File: src/rtl/upg_pkg.sv
// Shared types and constants for the UART program loader.
package upg_pkg;

  localparam int UPG_BYTE_W     = 8;
  localparam int UPG_HDR_BYTES  = 2;
  localparam int UPG_WORD_BYTES = 4;
  localparam int UPG_WORD_W     = UPG_BYTE_W * UPG_WORD_BYTES;

  typedef enum logic [2:0] {
    ST_IDLE,
    ST_HDR0,
    ST_HDR1,
    ST_DATA,
    ST_WRITE,
    ST_DONE,
    ST_ERR
  } upg_state_t;

  // Status outputs are a pure function of the state being entered.
  typedef struct packed {
    logic kickoff;
    logic busy;
    logic done;
    logic err;
  } upg_flags_t;

  function automatic upg_flags_t upg_flags(input upg_state_t s);
    upg_flags_t f;
    f.kickoff = (s == ST_IDLE) || (s == ST_DONE) || (s == ST_ERR);
    f.busy    = !f.kickoff;
    f.done    = (s == ST_DONE);
    f.err     = (s == ST_ERR);
    return f;
  endfunction

endpackage

File: src/rtl/upg_word_packer.sv
// Packs a stream of bytes little-endian into 32-bit words.
// word_o is the current partial word with the incoming byte already
// inserted, so the caller can capture a complete word on the edge
// that accepts its last byte.
module upg_word_packer
  import upg_pkg::*;
(
  input  logic                  clk,
  input  logic                  rst_n,
  input  logic                  clr_i,
  input  logic                  byte_valid_i,
  input  logic [UPG_BYTE_W-1:0] byte_i,
  output logic [UPG_WORD_W-1:0] word_o,
  output logic                  word_done_o
);

  localparam int IDX_W = $clog2(UPG_WORD_BYTES);

  logic [UPG_WORD_W-1:0] word_reg;
  logic [UPG_WORD_W-1:0] word_next;
  logic [IDX_W-1:0]      idx_reg;

  // Replace only the lane addressed by the byte index.
  for (genvar gi = 0; gi < UPG_WORD_BYTES; gi++) begin : g_lane
    assign word_next[gi*UPG_BYTE_W +: UPG_BYTE_W] =
      (idx_reg == IDX_W'(gi)) ? byte_i : word_reg[gi*UPG_BYTE_W +: UPG_BYTE_W];
  end

  assign word_o      = word_next;
  assign word_done_o = byte_valid_i && (idx_reg == IDX_W'(UPG_WORD_BYTES - 1));

  // Byte index wraps naturally back to lane 0 after the last lane.
  always_ff @(posedge clk or negedge rst_n) begin
    if (!rst_n) begin
      word_reg <= '0;
      idx_reg  <= '0;
    end else if (clr_i) begin
      word_reg <= '0;
      idx_reg  <= '0;
    end else if (byte_valid_i) begin
      word_reg <= word_next;
      idx_reg  <= idx_reg + IDX_W'(1);
    end
  end

endmodule

File: src/rtl/upg_load_ctrl.sv
// UART program loader: decodes a 2-byte little-endian word-count header,
// packs the following bytes into 32-bit words and writes them to the
// instruction ROM. kickoff_o hands the ROM back to the CPU when idle.
module upg_load_ctrl
  import upg_pkg::*;
#(
  parameter int ADDR_W  = 14,
  parameter int DEPTH   = 16384,
  parameter int CNT_W   = 16,
  parameter int TIMEOUT = 1000000
) (
  input  logic                  upg_clk_i,
  input  logic                  upg_rst_n_i,
  input  logic                  start_i,
  input  logic [UPG_BYTE_W-1:0] rx_data_i,
  input  logic                  rx_valid_i,
  output logic                  upg_wen_o,
  output logic [ADDR_W-1:0]     upg_adr_o,
  output logic [UPG_WORD_W-1:0] upg_dat_o,
  output logic                  upg_done_o,
  output logic                  kickoff_o,
  output logic                  busy_o,
  output logic                  err_o
);

  localparam int IDLE_W = $clog2(TIMEOUT + 1);

  upg_state_t            state_reg;
  upg_flags_t            flags_reg;
  logic [UPG_BYTE_W-1:0] hdr_lo_reg;
  logic [CNT_W-1:0]      remain_reg;
  logic [IDLE_W-1:0]     idle_reg;
  logic                  wen_reg;
  logic [ADDR_W-1:0]     adr_reg;
  logic [UPG_WORD_W-1:0] dat_reg;

  logic                  pk_clr;
  logic                  pk_valid;
  logic [UPG_WORD_W-1:0] pk_word;
  logic                  pk_done;
  logic [CNT_W-1:0]      hdr_count;
  logic                  over_depth;
  logic                  idle_expired;

  // The packer only holds bytes while a data phase is in progress; any
  // other state (including ERR after a timeout) discards a partial word.
  assign pk_clr   = !((state_reg == ST_DATA) || (state_reg == ST_WRITE));
  assign pk_valid = rx_valid_i && !pk_clr;

  upg_word_packer u_packer (
    .clk          (upg_clk_i),
    .rst_n        (upg_rst_n_i),
    .clr_i        (pk_clr),
    .byte_valid_i (pk_valid),
    .byte_i       (rx_data_i),
    .word_o       (pk_word),
    .word_done_o  (pk_done)
  );

  assign hdr_count    = CNT_W'({rx_data_i, hdr_lo_reg});
  assign over_depth   = ({1'b0, hdr_count} > (CNT_W + 1)'(DEPTH));
  assign idle_expired = !rx_valid_i && (idle_reg == IDLE_W'(TIMEOUT - 1));

  // Load sequencer: header decode, word writes, timeout and status flags.
  always_ff @(posedge upg_clk_i or negedge upg_rst_n_i) begin
    if (!upg_rst_n_i) begin
      state_reg  <= ST_IDLE;
      flags_reg  <= upg_flags(ST_IDLE);
      hdr_lo_reg <= '0;
      remain_reg <= '0;
      idle_reg   <= '0;
      wen_reg    <= 1'b0;
      adr_reg    <= '0;
      dat_reg    <= '0;
    end else begin
      case (state_reg)
        ST_IDLE, ST_DONE, ST_ERR: begin
          // Bytes arriving outside a load are dropped.
          if (start_i) begin
            state_reg  <= ST_HDR0;
            flags_reg  <= upg_flags(ST_HDR0);
            hdr_lo_reg <= '0;
            remain_reg <= '0;
            idle_reg   <= '0;
            adr_reg    <= '0;
          end
        end

        ST_HDR0: begin
          // Waits indefinitely for the first header byte.
          if (rx_valid_i) begin
            hdr_lo_reg <= rx_data_i;
            idle_reg   <= '0;
            state_reg  <= ST_HDR1;
            flags_reg  <= upg_flags(ST_HDR1);
          end
        end

        ST_HDR1: begin
          if (rx_valid_i) begin
            remain_reg <= hdr_count;
            idle_reg   <= '0;
            if (hdr_count == '0) begin
              state_reg <= ST_DONE;
              flags_reg <= upg_flags(ST_DONE);
            end else if (over_depth) begin
              state_reg <= ST_ERR;
              flags_reg <= upg_flags(ST_ERR);
            end else begin
              state_reg <= ST_DATA;
              flags_reg <= upg_flags(ST_DATA);
            end
          end else if (idle_expired) begin
            state_reg <= ST_ERR;
            flags_reg <= upg_flags(ST_ERR);
          end else begin
            idle_reg <= idle_reg + IDLE_W'(1);
          end
        end

        ST_DATA: begin
          if (rx_valid_i) begin
            idle_reg <= '0;
            if (pk_done) begin
              dat_reg   <= pk_word;
              wen_reg   <= 1'b1;
              state_reg <= ST_WRITE;
              flags_reg <= upg_flags(ST_WRITE);
            end
          end else if (idle_expired) begin
            state_reg <= ST_ERR;
            flags_reg <= upg_flags(ST_ERR);
          end else begin
            idle_reg <= idle_reg + IDLE_W'(1);
          end
        end

        ST_WRITE: begin
          // Single write cycle; a byte arriving now went into the packer.
          wen_reg    <= 1'b0;
          remain_reg <= remain_reg - CNT_W'(1);
          idle_reg   <= rx_valid_i ? '0 : idle_reg + IDLE_W'(1);
          if (remain_reg == CNT_W'(1)) begin
            // Address holds at the last written word so it never wraps.
            state_reg <= ST_DONE;
            flags_reg <= upg_flags(ST_DONE);
          end else begin
            adr_reg <= adr_reg + ADDR_W'(1);
            if (idle_expired) begin
              state_reg <= ST_ERR;
              flags_reg <= upg_flags(ST_ERR);
            end else begin
              state_reg <= ST_DATA;
              flags_reg <= upg_flags(ST_DATA);
            end
          end
        end

        default: begin
          state_reg <= ST_IDLE;
          flags_reg <= upg_flags(ST_IDLE);
          wen_reg   <= 1'b0;
        end
      endcase
    end
  end

  assign upg_wen_o  = wen_reg;
  assign upg_adr_o  = adr_reg;
  assign upg_dat_o  = dat_reg;
  assign upg_done_o = flags_reg.done;
  assign kickoff_o  = flags_reg.kickoff;
  assign busy_o     = flags_reg.busy;
  assign err_o      = flags_reg.err;

endmodule

File: config.mk
export PLATFORM = sky130hd
export DESIGN_NAME = upg_load_ctrl
export DESIGN_NICKNAME = d
export VERILOG_FILES = /design/src/rtl/upg_pkg.sv /design/src/rtl/upg_word_packer.sv /design/src/rtl/upg_load_ctrl.sv
export SDC_FILE = /design/constraint.sdc
export NUM_CORES = 1
export LEC_CHECK = 0
export ABC_CLOCK_PERIOD_IN_PS = 2600
export CORE_ASPECT_RATIO = 0.8
export CORE_UTILIZATION = 50
export CTS_CLUSTER_DIAMETER = 200
export DETAILED_ROUTE_END_ITERATION = 7
export PLACE_DENSITY = 0.74
export SLEW_MARGIN = 25
export SYNTH_ARGS = -nofsm -noshare
export SYNTH_HDL_FRONTEND = slang
export SYNTH_SLANG_ARGS = --single-unit
File: constraint.sdc
create_clock -name upg_clk_i -period 2.6 [get_ports upg_clk_i]
set_input_delay 0.39 -clock upg_clk_i [delete_from_list [all_inputs] [get_ports upg_clk_i]]
set_output_delay 0.39 -clock upg_clk_i [all_outputs]
set_load 0.01 [all_outputs]
# Word-level counts from Yosys, hierarchy flattened
# Cells that the tools add are included.
# totals
out_inout_bits	51
word_cells	109
ff_bits	132
in_bits	12
# classes
eq_ne	20
bitwise	1
n_addsub	4
n_lt_le_gt_ge	1
n_mux	48
n_reduce_logical	22
# op_table
operator	count
2-to-1 mux 20 bit	5
case mux 20 bit (4 select lines)	1
2-to-1 mux 32 bit	2
2-to-1 mux 8 bit	6
case mux 16 bit (3 select lines)	1
2-to-1 mux 4 bit	10
2-to-1 mux 16 bit	2
2-to-1 mux 3 bit	10
2-to-1 mux 14 bit	2
case mux 14 bit (2 select lines)	1
adder 20 x 1 -> 20 bit, second input constant	1
== test 20 bit, second input constant	1
case mux 4 bit (5 select lines)	1
AND reduction 3 bit	6
== test 16 x 1 -> 1 bit, second input constant	1
> comparator 16 x 15 -> 1 bit, second input constant	1
zero test 16 bit	1
case mux 8 bit (2 select lines)	1
subtractor 16 x 1 -> 16 bit, second input constant	1
case mux 3 bit (5 select lines)	1
adder 14 x 1 -> 14 bit, second input constant	1
inequality test 2 bit, second input constant	6
== test 3 bit, second input constant	3
== test 3 x 2 -> 1 bit, second input constant	2
other kinds (22)	29

# Longest topological paths before layout
# Gate-level depths: netlist (run 1).
# logic_depth
ltp_word	7
depth_mapped	9
mapped_depth_nobuf	8

# By module
# A second synthesis (run 1) with hierarchy kept.
# hier_totals
hier_cells	696
hier_area_um2	7094.3
# by_module_without_submodules
mod	cells_each	seq_area_each_um2	n_inst	area_per_inst_um2
upg_load_ctrl	530	2453.6	1	5099.9
upg_word_packer	166	850.8	1	1994.4

# Worst setup path after synthesis (run 1)
# OpenSTA, ideal clock, no wires.
# synth_path
kind	reg2reg
start	register idle_reg[0]
end	register idle_reg[2]
n_path_buf	2
stages_incl_launch_ff	10
slack_ps	402
required_time_ps	2471
arrival_ps	2069
synth_period_minus_slack_ps	2198
setup_ps	129
cell_sequence	dfrtp_1 ha_1 nand4_1 or3_1 nor2_1 o211a_1 or2_1 buf_2 buf_4 o21ai_0
# synth_between
elab_chain_len	4
word_cells_on_any_way	9
classes_between	add/sub: 1; eq/ne: 2; mux: 4; reduce/logical: 2
# synth_rtl
item	line	source
start: declaration	upg_load_ctrl.sv:32	logic [IDLE_W-1:0] idle_reg;
start signal: assignment	upg_load_ctrl.sv:117	idle_reg <= idle_reg + IDLE_W'(1);
start signal: assignment	upg_load_ctrl.sv:134	idle_reg <= idle_reg + IDLE_W'(1);
start signal: assignment	upg_load_ctrl.sv:142	idle_reg <= rx_valid_i ? '0 : idle_reg + IDLE_W'(1);
adder 20 x 1 -> 20 bit / == test 20 bit (equally long branches)	n/a	
2-to-1 mux 20 bit / logical AND 1 bit (equally long branches)	upg_load_ctrl.sv:113, upg_load_ctrl.sv:130, upg_load_ctrl.sv:62	
2-to-1 mux 20 bit / inequality test 3 bit (equally long branches)	n/a	
case mux 20 bit (4 select lines) / AND reduction 4 bit (equally long branches)	n/a	
# Parallel ways exist; a longest one is shown, timed or not. The select of a mux whose other input is x is not followed.
# A chain may end at the register's enable or synchronous reset.

# Worst setup path in the final report (run 1)
# layout_path
start	register remain_reg[1]
end	register adr_reg[10], in the netlist upg_adr_o[10]
# layout_between
elab_chain_len	3
# layout_rtl
item	line	source
start: declaration	upg_load_ctrl.sv:31	logic [CNT_W-1:0] remain_reg;
start signal: assignment	upg_load_ctrl.sv:101	remain_reg <= hdr_count;
start signal: assignment	upg_load_ctrl.sv:141	remain_reg <= remain_reg - CNT_W'(1);
== test 16 x 1 -> 1 bit	upg_load_ctrl.sv:143	if (remain_reg == CNT_W'(1)) begin
inequality test 2 bit (no line)	n/a	
AND reduction 3 bit (no line)	n/a	
end signal: assignment	upg_load_ctrl.sv:148	adr_reg <= adr_reg + ADDR_W'(1);
end: declaration	upg_load_ctrl.sv:34	logic [ADDR_W-1:0] adr_reg;
# No other way between the ends.

==> impl_summary.md, run 1 <==
Status
The flow ran to the end, and the final reports show no timing, DRC or antenna violations.

Clocking
The clock tree synthesis step divided the H-tree into 4 levels. The number of buffers created by CTS is 17. The clock root buffer is clkbuf_16.

In this run the deepest clock path goes through 2 buffers. TritonCTS built the clock tree. The number of sinks handled by clock tree synthesis is 124.

The clock-pin slew on the worst setup and hold paths is 0.06 ns. At the later pin of the worst-skew pair, clock insertion delay measures 0.43 ns.

STA
The worst setup slack after layout is 0.262 ns. Setup violations remaining at the end of the flow were counted as 0. For the pin with the worst max-slew slack, the measured transition is 0.915 ns. Setup repair after global routing left no endpoint under its margin. Adding up every negative setup slack in the final design gives 0 ns.

The max-slew headroom at the worst pin is 38.9%. The number of max-slew violations in the final report is 0. Timing would allow up to 428 MHz.

The final critical path takes up 89.9% of the cycle. The number of endpoints with negative hold slack in the final report is 0. After layout, the minimum clock period comes to 2.34 ns.

The worst clock skew is 0.00687 ns.

Global routing
The global-route total usage across every layer is 27.2%. The residual overflow from global routing is 0. The largest net degree at the start of global routing is 77. The number of global-route vias before repair is 5519.

The wire length of the first global-routing pass is 27.7 mm. The number of antenna violations at the first check in global routing is 0.

Synth
The synthesized area divided by synthesized cell count is 9.06 um^2. Counting flops and latches in the post-synthesis netlist gives 124. The library cell with the highest instance count after synthesis is dfrtp_1. Yosys mapped the design onto 61 distinct sky130hd cell types. Synthesis produced a netlist with a net count of 724. The fraction of registers with async set/reset is 100%.

The area share of the largest cell type after synthesis is 48.2%. The sequential-to-total area share from yosys stat is 48.7%. Yosys attributes the largest share of cell area to dfrtp_1, a21oi_1, o21ai_0.

The number of enable flip-flop cells after synthesis is 0. The gate count of the mapped netlist is 704. After synthesis the cells add up to 0.00638 mm^2.

The most common flop cell mapped by yosys is dfrtp_1. The Yosys warning count is 0. The library cell with the largest summed area after synthesis is dfrtp_1. The commonest cells after synthesis are dfrtp_1, a21oi_1, nor2_1, o21ai_0, nand2_1.

Setup path
The category of the most critical setup path is flop to flop. In this run the worst path has a maximum fanout of 8. Data on the critical path arrives at its endpoint at 2.68 ns. The worst setup path is captured at a flop.

STA classifies the critical path startpoint as a flop. STA puts the critical path data required time at 2.94 ns.

Finish
Once layout is done, the placed cells without fillers occupy 0.00799 mm^2. The synthesis-to-finish area growth is 25.2%. The repair_antennas step left the layout with diodes totalling 0. The fraction of layout cells with a size suffix above 1 is 12.0%.

The number of flip-flops in the largest register is 32. For this run, the post-layout net count is 796.

Power
The power density over cell area is 996 mW/mm^2. Summed over all cells, the static leakage comes to 3.41 nW. The design draws 0.00795 W. The maximum vdd drop is 0.553 mV.

Placement
The cell area reported after detailed placement is 0.00733 mm^2. Timing analysis after detailed placement gives a worst setup slack of -0.0315 ns. Routability-driven placement finished with a final weighted congestion of 0.849. The count of port buffers added during placement is 62. Summed over all nets, the half-perimeter wirelength after detailed placement is 11.1 mm.

Floorplan
Pin placement for this block handled 63 I/O pins. The die covers 0.0132 mm^2. The number of standard-cell rows in the floorplan is 36. The height of the die is 103 um. After floorplanning, the core was sized to cover 0.0123 mm^2. The starting utilization of the core area is 51.9%. In this run the horizontal extent of the chip is 128 um.

Drt
The overall via count from detail_route is 5652. The aggregate routed wire length is 16.6 mm. Using the TritonRoute via totals, the vias-per-cell ratio works out to 5.89. The average routed wire per standard cell is 17.3 um.

The pre-antenna-repair detailed-routing pass consisted of 5 iterations. The remaining antenna violation count after routing is 0. The starting DRC count in detailed routing is 620. For this run, design rule violations remaining after detail routing come to 0.

Flow run
The max capacitance violation total is 0.

Min path
The classification of the worst-slack hold path is input port to async pin.
final cells by class:
class / instances / area, um^2
tap: 171 / 214
inverter: 26 / 97.6
timing repair buffer: 101 / 926
fill: 973 / 4310
clock inverter: 13 / 189
clock buffer: 19 / 453
sequential: 124 / 3110
multi-input combinational: 506 / 3000
through the flow:
stage          instances  hold slack (ns)  util (%)
2_1_floorplan        704           0.0944         -
3_3_place_gp         927            0.291      59.6
3_5_place_dp         927            0.293      59.6
4_1_cts              960            0.393      64.9
5_1_grt              960            0.415      65.0
6_report             960            0.407      65.0
cell usage in the layout, fill, tap and decap left out, types with 17 or more instances in the layout:
cell	instances
a21oi_1	78
nand2_1	53
buf_4	38
nand3_1	49
o21ai_0	63
nor2_1	64
clkdlybuf4s50_1	61
clkbuf_16	17
o31ai_1	18
mux2i_1	25
dfrtp_1	122
inv_1	26
cell families (layout without fill, tap and decap cells):
family                   after synthesis  after routing  synth area share (%)
AO/OA/AOI/OAI                        206            206                  19.0
XOR/XNOR                               6              6                 0.824
adder cells (fa/ha/maj)                8              8                  1.57
buffers and inverters                 74            159                  4.53
flip-flops                           124            124                  48.7
multiplexers                          34             34                  5.51
AND/OR/NAND/NOR                      252            252                  19.9
worst max-delay path, stage by stage (launching register included):
cell,delay [ns]
dfrtp_1,0.35
inv_1,0.09
ha_1,0.22
nor4b_1,0.14
and4_1,0.29
nand2_1,0.14
nand4_1,0.30
or4_1,0.59
a21oi_1,0.15
power breakdown:
group / internal [W] / switching, W
combinational: 0.00110 / 0.00172
clock: 0.00166 / 0.000899
sequential: 0.00224 / 0.000329
timing repair:
item	CTS	global route
gates resized for setup	0	1
setup endpoints to repair	0	1
hold buffers	1	0
setup buffers	0	0
endpoints found under the hold margin	19	0
layer usage:
layer / vias to the layer above / share of wire, % / global-route usage, %
met2: 193 / 47 / 42.5
met3: 19 / 6.0 / 6.90
li1: 2663 / - / -
met5: - / 0 / 0
met4: 0 / 1.3 / 9.32
met1: 2777 / 46 / 37.1
path summary, 6_finish.rpt:
kind / from / endpoint / slack (ns) / depth (start not counted)
min reg2reg: idle_reg[18] / idle_reg[18] / 0.48 / 1
min: upg_rst_n_i / hdr_lo_reg[4] / 0.41 / 2
max: remain_reg[1] / upg_adr_o[10] / 0.26 / 8
min in group upg_clk_i: idle_reg[18] / idle_reg[18] / 0.48 / 1
max in group asynchronous: upg_rst_n_i / kickoff_o / 1.49 / 3
max reg2reg: remain_reg[1] / upg_adr_o[10] / 0.26 / 8
(Power assumes the default switching activity.)
==> run 2: changes to the inputs <==
--- a/config.mk
+++ b/config.mk
@@ -6,11 +6,13 @@
 export NUM_CORES = 1
 export LEC_CHECK = 0
 export ABC_CLOCK_PERIOD_IN_PS = 2600
+export CELL_PAD_IN_SITES_DETAIL_PLACEMENT = 0
+export CELL_PAD_IN_SITES_GLOBAL_PLACEMENT = 1
 export CORE_ASPECT_RATIO = 0.8
-export CORE_UTILIZATION = 50
+export CORE_UTILIZATION = 44
 export CTS_CLUSTER_DIAMETER = 200
 export DETAILED_ROUTE_END_ITERATION = 7
-export PLACE_DENSITY = 0.74
+export PLACE_DENSITY = 0.83
 export SLEW_MARGIN = 25
 export SYNTH_ARGS = -nofsm -noshare
 export SYNTH_HDL_FRONTEND = slang
==> run 2 against run 1 <==
  * First-iteration DRC count down 32%
  * Non-clock buffer count down 1
  * Combinational power rose by 1%
  * Sequential share of layout area shrank 0.076 points
  * Flip-flop and latch count is the same
==> impl_summary.md, run 2 (synthesized netlist as in run 1, its figures left out) <==
Finish
Cells with a size suffix above 1 make up 11.8% of the layout. The number of diodes added for antenna fixing is 0. The final layout contains 795 nets. The library cells used most frequently in the layout, excluding fill and tap cells, are dfrtp_1, a21oi_1, nor2_1, o21ai_0, clkdlybuf4s50_1.

The synthesis-to-finish area growth is 25.4%. Leaving out filler cells and counting taps, the final layout contains 968. The library cell used most frequently in the layout, excluding fill and tap cells, is dfrtp_1. The final core utilization is 57.8%.

The finished cells cover 0.00800 mm^2. The number of flip-flops in the largest register is 32.

Setup path
The critical path goes through nand2b_1 -> o211ai_1 -> nand3_1 -> o211a_1 -> or2_1 -> buf_4 -> o31ai_1. The kind of cell with the highest combined delay along the critical path is simple AND/OR/NAND/NOR gates. The number of buffers and inverters on the critical path is 1. The slowest stage of the critical path belongs to the cell dfrtp_1. The required time of the critical path is 2.92 ns. The nature of the critical path startpoint is a flop. Data on the critical path arrives at its endpoint at 2.71 ns.

The largest stage delay on the critical path is 0.56 ns. The critical path capture point type is a flop. The maximum fanout along the worst path is 16.

The category of the most critical setup path is flop to flop.

Clocking
The number of sinks handled by clock tree synthesis is 124. TritonCTS built the clock tree. The clock root buffer is clkbuf_16. The clock-pin slew on the worst setup and hold paths is 0.07 ns.

The maximum count of clock buffers along a single path is 2. The clock latency of the later-clocked register in the worst-skew pair is 0.43 ns. Buffers added to address setup during post-CTS repair amount to 0. The H-tree was split into 4 levels. The number of buffers created by CTS is 17.

STA
The final number of setup-violating endpoints is 0. The max-slew headroom at the worst pin is 44.7%. Setup repair after global routing left no endpoint under its margin.

The actual transition at the worst max-transition pin is 0.830 ns. The number of max-slew violations in the final report is 0. In the post-route analysis, the smallest setup slack over all paths is 0.210 ns. The number of endpoints with negative hold slack in the final report came to 0. The smallest clock period supported by the final layout is computed as 2.39 ns. The maximum operating frequency is 418 MHz.

The worst clock skew is 0.00969 ns. The share of the clock period used by the worst path is 91.9%.

Placement
The worst setup slack after placement is -0.0564 ns. After detailed placement, the total cell area comes to 0.00739 mm^2. The count of port buffers added during placement is 62. The number of placed instances, taps included, is 935. The HPWL reported at the end of detailed placement is 11.5 mm.

The congestion estimate from routability-driven global placement came to 0.904.

Floorplan
The horizontal die dimension is 137 um. The die covers 0.0150 mm^2. The floorplan step defined a core boundary enclosing 0.0138 mm^2. During I/O placement, the number of pins put on the boundary was 63. The floorplan step set the die height to 110 um.

The number of standard-cell rows in the floorplan is 38. The starting utilization of the core area is 46.1%.

Global routing
Summed over all layers, the global routing overflow is 0. The met1 track demand over resource in global routing is 35.3%. The number of antenna violations at the first check in global routing is 0.

In the global route stage, met2 resource usage came out at 36.6%. The global-route met3 utilization is 4.93%. The most congested layer reported by global routing is met2. The first global-routing pass estimated 27.8 mm of wire. The number of global-route vias before repair was 5400.

The largest net degree at the start of global routing is 46. The global-route total usage across every layer is 24.5%.

Drt
The overall via count from detail_route is 5616. The detail-routed via count per cell is 5.80. The average routed wire per standard cell is 17.7 um. For this run, design rule violations remaining after detail routing come to 0. The first routing iteration left 419 violations. In this run the remaining antenna-violating nets after routing total 0. The aggregate routed wire length is 17.1 mm.

The count of TritonRoute iterations in the first routing pass is 5.

Power
The switching component of the power is 0.00304 W. The power density over cell area is 981 mW/mm^2. The internal power of the cells totals 0.00481 W. In this run the static leakage power is 3.41 nW.

The completed layout was analyzed and its total power is 0.00785 W. The proportion of power drawn by flip-flops and latches is 32.4%. The maximum vdd drop is 0.653 mV. Of the total power, the share spent switching nets is 38.8%. The clock share of power is 31.1%. The proportion of power drawn by combinational gates is 36.5%.

Min path
The tightest min-delay check is of the flop to flop type.

Status
The flow ran to the end, and the final reports show no timing, DRC or antenna violations.

Flow run
Max-cap violations in this run came to 0.
-- run 2: changes by cell type in the layout (fill, tap and decap cells not counted), moves of 2 or more --
cell       change
bufinv_16      -2
buf_12         +4
inv_6          +3
inv_8          +3
buf_4          -5
clkbuf_8       -2
-- run 2: layout make-up --
cell class              count  area [um^2]
flip-flops and latches    124         3100
fillers                  1194         5840
clock inverters            15          176
multi-input cells         506         3000
inverters                  26         97.6
clock buffers              17          425
repair buffers            100          968
well taps                 180          225
-- run 2: repair_timing --
item / in CTS / in global routing
gates resized for setup: 0 / 0
hold buffers: 1 / 0
endpoints found under the hold margin: 43 / 0
-- run 2: final timing paths --
kind	start	endpoint	slack [ns]	cells after the start
setup / recovery	state_reg[2]	idle_reg[3]	0.21	7
hold / removal	idle_reg[18]	idle_reg[18]	0.49	1
setup reg to reg	state_reg[2]	idle_reg[3]	0.21	7
hold reg to reg	idle_reg[18]	idle_reg[18]	0.49	1
max in group asynchronous	upg_rst_n_i	kickoff_o	1.34	3
min in group asynchronous	upg_rst_n_i	upg_dat_o[4]	0.53	2
-- run 2: metrics by stage --
step | hold WS [ns] | TNS, ns
after floorplan | 0.0944 | 0
after detailed placement | 0.441 | -0.104
after global placement | 0.431 | -0.0423
after global routing | 0.516 | 0
after CTS | 0.485 | 0
final | 0.492 | 0
-- run 2: power groups by stage --
stage / Sequential, W / Combinational, W / Clock [W]
2_1_floorplan: 0.00248 / 0.00187 / 0
3_3_place_gp: 0.00256 / 0.00273 / 0
3_5_place_dp: 0.00256 / 0.00281 / 0
4_1_cts: 0.00254 / 0.00283 / 0.00247
5_1_grt: 0.00258 / 0.00318 / 0.00256
6_report: 0.00254 / 0.00287 / 0.00244
-- run 2: routing by layer --
metal	share of wire (%)	vias to the layer above
met5	0	-
met4	0.99	0
met3	4.1	14
met2	45	139
met1	50	2789
li1	-	2674
==> run 3: changes to the inputs <==
--- a/config.mk
+++ b/config.mk
@@ -9,11 +9,12 @@
 export CELL_PAD_IN_SITES_DETAIL_PLACEMENT = 0
 export CELL_PAD_IN_SITES_GLOBAL_PLACEMENT = 1
 export CORE_ASPECT_RATIO = 0.8
-export CORE_UTILIZATION = 44
+export CORE_UTILIZATION = 46
 export CTS_CLUSTER_DIAMETER = 200
 export DETAILED_ROUTE_END_ITERATION = 7
-export PLACE_DENSITY = 0.83
+export PLACE_DENSITY = 0.84
 export SLEW_MARGIN = 25
 export SYNTH_ARGS = -nofsm -noshare
 export SYNTH_HDL_FRONTEND = slang
+export SYNTH_HIERARCHICAL = 1
 export SYNTH_SLANG_ARGS = --single-unit
==> run 3 against run 2 <==
  * Sequential share of layout area is 0.66 points lower
  * Cell count is 2.2% higher
  * Largest cell class is now multi-input gates
  * Critical path type unchanged
  * Critical endpoint is now idle_reg[0]
  * Count of clock-buffer cells in the layout is 1 higher
  * First-iteration DRC count is 16% higher
  * Largest power group unchanged
  * Synthesized area is 11% higher
==> impl_summary.md, run 3 <==
Flow run
Across the run, the number of max-cap violations was 0.

STA
Measured against its own limit, the worst slew margin works out to 59.1%. The number of endpoints with negative hold slack in the final report is 0. The number of max-slew violations in the final report is 0.

For the finished layout, the period the worst path requires is 2.44 ns. The setup total negative slack is 0 ns. Of the available clock period, the critical path in the final layout requires 93.7%. At the pin with the least slew margin, the transition time is 0.612 ns. The smallest hold slack is 0.488 ns. The clock arrives with 0.00901 ns of skew. Setup repair after global routing left no endpoint under its margin. Setup violations remaining at the end of the flow were counted as 0. Timing would allow up to 411 MHz.

Finish
The total of fill cells in the finished design is 1238. The fraction of layout cells with a size suffix above 1 is 18.9%. With fillers left out, the area of the finished cells amounts to 0.00866 mm^2. In the layout the commonest cells are dfrtp_1, mux2_2, o21ai_0, clkdlybuf4s50_1. The synthesis-to-finish area growth is 22.1%. 0 antenna diodes ended up in the layout.

The area taken by multi-input logic gates is 0.00348 mm^2. Summing all flip-flop and latch instances after layout gives 0.00330 mm^2. The number of nets in the layout is 786. The library cell used most frequently in the layout, excluding fill and tap cells, is dfrtp_1.

Excluding fillers, the count of instances in the completed layout stands at 989.

Setup path
Walking the worst path, the cells encountered are or4b_2 -> nor4_4 -> and3b_1 -> o22ai_4 -> mux2_2. The setup path with the least slack is of type flop to flop. The master of the slowest instance on the critical path is or4b_2. STA classifies the critical path endpoint as a flop. For the worst setup path, the data arrival time is 2.74 ns.

Data on the critical path is required at its endpoint by 2.91 ns. The maximum fanout along the worst path is 12. The largest single stage delay on the critical path is 0.73 ns. The nature of the critical path startpoint is a flop. The cell depth of the worst flop-to-flop path is 5.

Drt
The detailed router finished its first iteration with 488 violations. Before antenna repair, the detailed router went through 5 iterations. The detail route stage leaves a number of antenna-violating nets equal to 0. The aggregate routed wire length is 17.5 mm. The detail-routed via count per cell is 5.64. After detailed routing, the average wire length per cell comes to 17.7 um. The DRC violations left is 0. The overall via count from detail_route is 5577.

Global routing
The wire length of the first global-routing pass is 28.5 mm. The global-route total usage across every layer is 23.2%. The number of antenna violations at the first check in global routing came to 0. The number of global-route vias before repair came to 5364. The residual overflow from global routing is 0.

Entering global routing, the biggest net connects 43 pins.

Synth
The fraction of registers with async set/reset is 100%. Of all cell types, the one taking the most synthesized area is dfrtp_1. The library cell with the highest instance count after synthesis is dfrtp_1. Synthesis inferred 132 register bits. Sorting the synthesized cells by area gives the leading types as dfrtp_1, mux2_2, mux2i_1. Counting distinct cell types in the post-synthesis netlist gives 64. The net count of the mapped netlist is 716.

The Yosys warning count is 6. The number of enable flip-flop cells after synthesis is 0. The most common flop cell mapped by yosys is dfrtp_1.

The area share of the largest cell type after synthesis is 46.2%. The gate count of the mapped netlist is 696. Summing the sequential cell areas from Yosys gives 46.6% of the chip area. The commonest cells after synthesis are dfrtp_1, mux2_2, o21ai_0, nand2_1, nor2_1.

A synthesized cell averages 10.2 um^2. Summing every instance area after synthesis gives 0.00709 mm^2.

Clocking
TritonCTS built the clock tree. The number of buffers created by CTS is 17. Post-CTS repair changed the size of 0 cells. At the later pin of the worst-skew pair, clock insertion delay measures 0.43 ns. The clock root buffer is clkbuf_16. The number of sinks handled by clock tree synthesis is 132.

The clock-pin slew on the worst setup and hold paths is 0.06 ns. In this run the deepest clock path goes through 2 buffers. The H-tree was split into 4 levels.

Power
After layout, the design draws a total of 0.00819 W. Across the VDD grid, the largest voltage drop is 0.610 mV. Power spread over the standard cell area amounts to 945 mW/mm^2. Summed over all cells, the static leakage comes to 3.93 nW.

Floorplan
Row generation in the floorplan step produced 40 rows. The height of the die is 113 um. The number of top-level design ports is 63. From left edge to right edge, the die measures 141 um. The floorplan step defined a die boundary enclosing 0.0159 mm^2. The starting utilization of the core area is 47.1%. In this run the standard cell core region covers 0.0151 mm^2.

Status
The flow ran to the end, and the final reports show no timing, DRC or antenna violations.

Placement
Port buffering added 62 buffers. The placed instances occupy a cell area of 0.00797 mm^2. The count of placed standard cells including taps is 955. The weighted congestion reported at the end of routability-driven placement is 0.868. The HPWL reported at the end of detailed placement is 12.0 mm.

Min path
The classification of the worst-slack hold path is input port to async pin.
==> run 3: cell types whose count changed after synthesis, moves of 10 or more <==
cell / before / now
nor2_1: 64 / 49
clkbuf_1: 38 / 25
mux2i_1: 25 / 35
mux2_2: 9 / 65
inv_1: 26 / 15
o31ai_1: 18 / 0
buf_6: 0 / 10
nand3_1: 49 / 16
nand2b_1: 10 / 46
a21oi_1: 79 / 33
==> run 3: per-stage QoR <==
| stage | setup WS (ns) | utilization [%] |
|---|---|---|
| final | 0.165 | 57.5 |
| after global routing | 0.0636 | 57.5 |
| after CTS | 0.173 | 57.4 |
| after detailed placement | 0.104 | 52.9 |
| after global placement | 0.198 | 52.9 |
| after floorplan | 0.0482 | - |
==> run 3: where the power goes <==
part	leakage, nW	switching [W]	total (W)	internal [W]
clock	0.323	0.000953	0.00269	0.00174
sequential	1.81	0.000277	0.00261	0.00233
combinational	1.80	0.00174	0.00289	0.00114
total	3.93	0.00297	0.00819	0.00522
==> run 3: path summary, 6_finish.rpt <==
kind / start / end / slack, ns
setup reg to reg: idle_reg[7] / idle_reg[0] / 0.16
setup / recovery: idle_reg[7] / idle_reg[0] / 0.16
hold / removal: upg_rst_n_i / upg_dat_o[29] / 0.49
hold reg to reg: upg_done_o / upg_done_o / 0.50
min in group upg_clk_i: upg_done_o / upg_done_o / 0.50
max in group asynchronous: upg_rst_n_i / remain_reg[8] / 1.32
==> run 3: worst max-delay path: cells and delay by family, from the launching register on <==
family | cells | cell delay [ns]
flip-flops | 1 | 0.43
multiplexers | 1 | 0.30
AO/OA/AOI/OAI | 1 | 0.21
AND/OR/NAND/NOR | 3 | 1.38
==> run 3: cell type report <==
type	instances	share of cell area, %
clock buffer	18	5.07
clock inverter	14	2.61
timing repair buffer	95	10.3
tap	210	3.03
sequential	132	38.1
multi-input combinational	505	40.2
inverter	15	0.650
==> run 3: cells by family after synthesis <==
| logic type | after synthesis | synth area share, % |
|---|---|---|
| fa+ha+maj | 8 | 1.41 |
| flops | 132 | 46.6 |
| compound gates | 151 | 13.2 |
| mux | 100 | 15.3 |
| buf+inv | 59 | 4.43 |
| xor+xnor | 15 | 1.85 |
| simple gates | 231 | 17.3 |
==> run 3: layer usage <==
metal  track usage, %  up-vias  share of wire (%)
li1                 -     2630                  -
met1             34.1     2765                 48
met2             33.9      171                 45
met3             4.95       11                5.4
met4             7.68        0               0.99
met5                0        -                  0
==> run 3: what timing repair did <==
item	in CTS	in global routing
buffers inserted	0	1
endpoints found under the setup margin	0	1
endpoints found under the hold margin	37	0
hold buffers	1	0
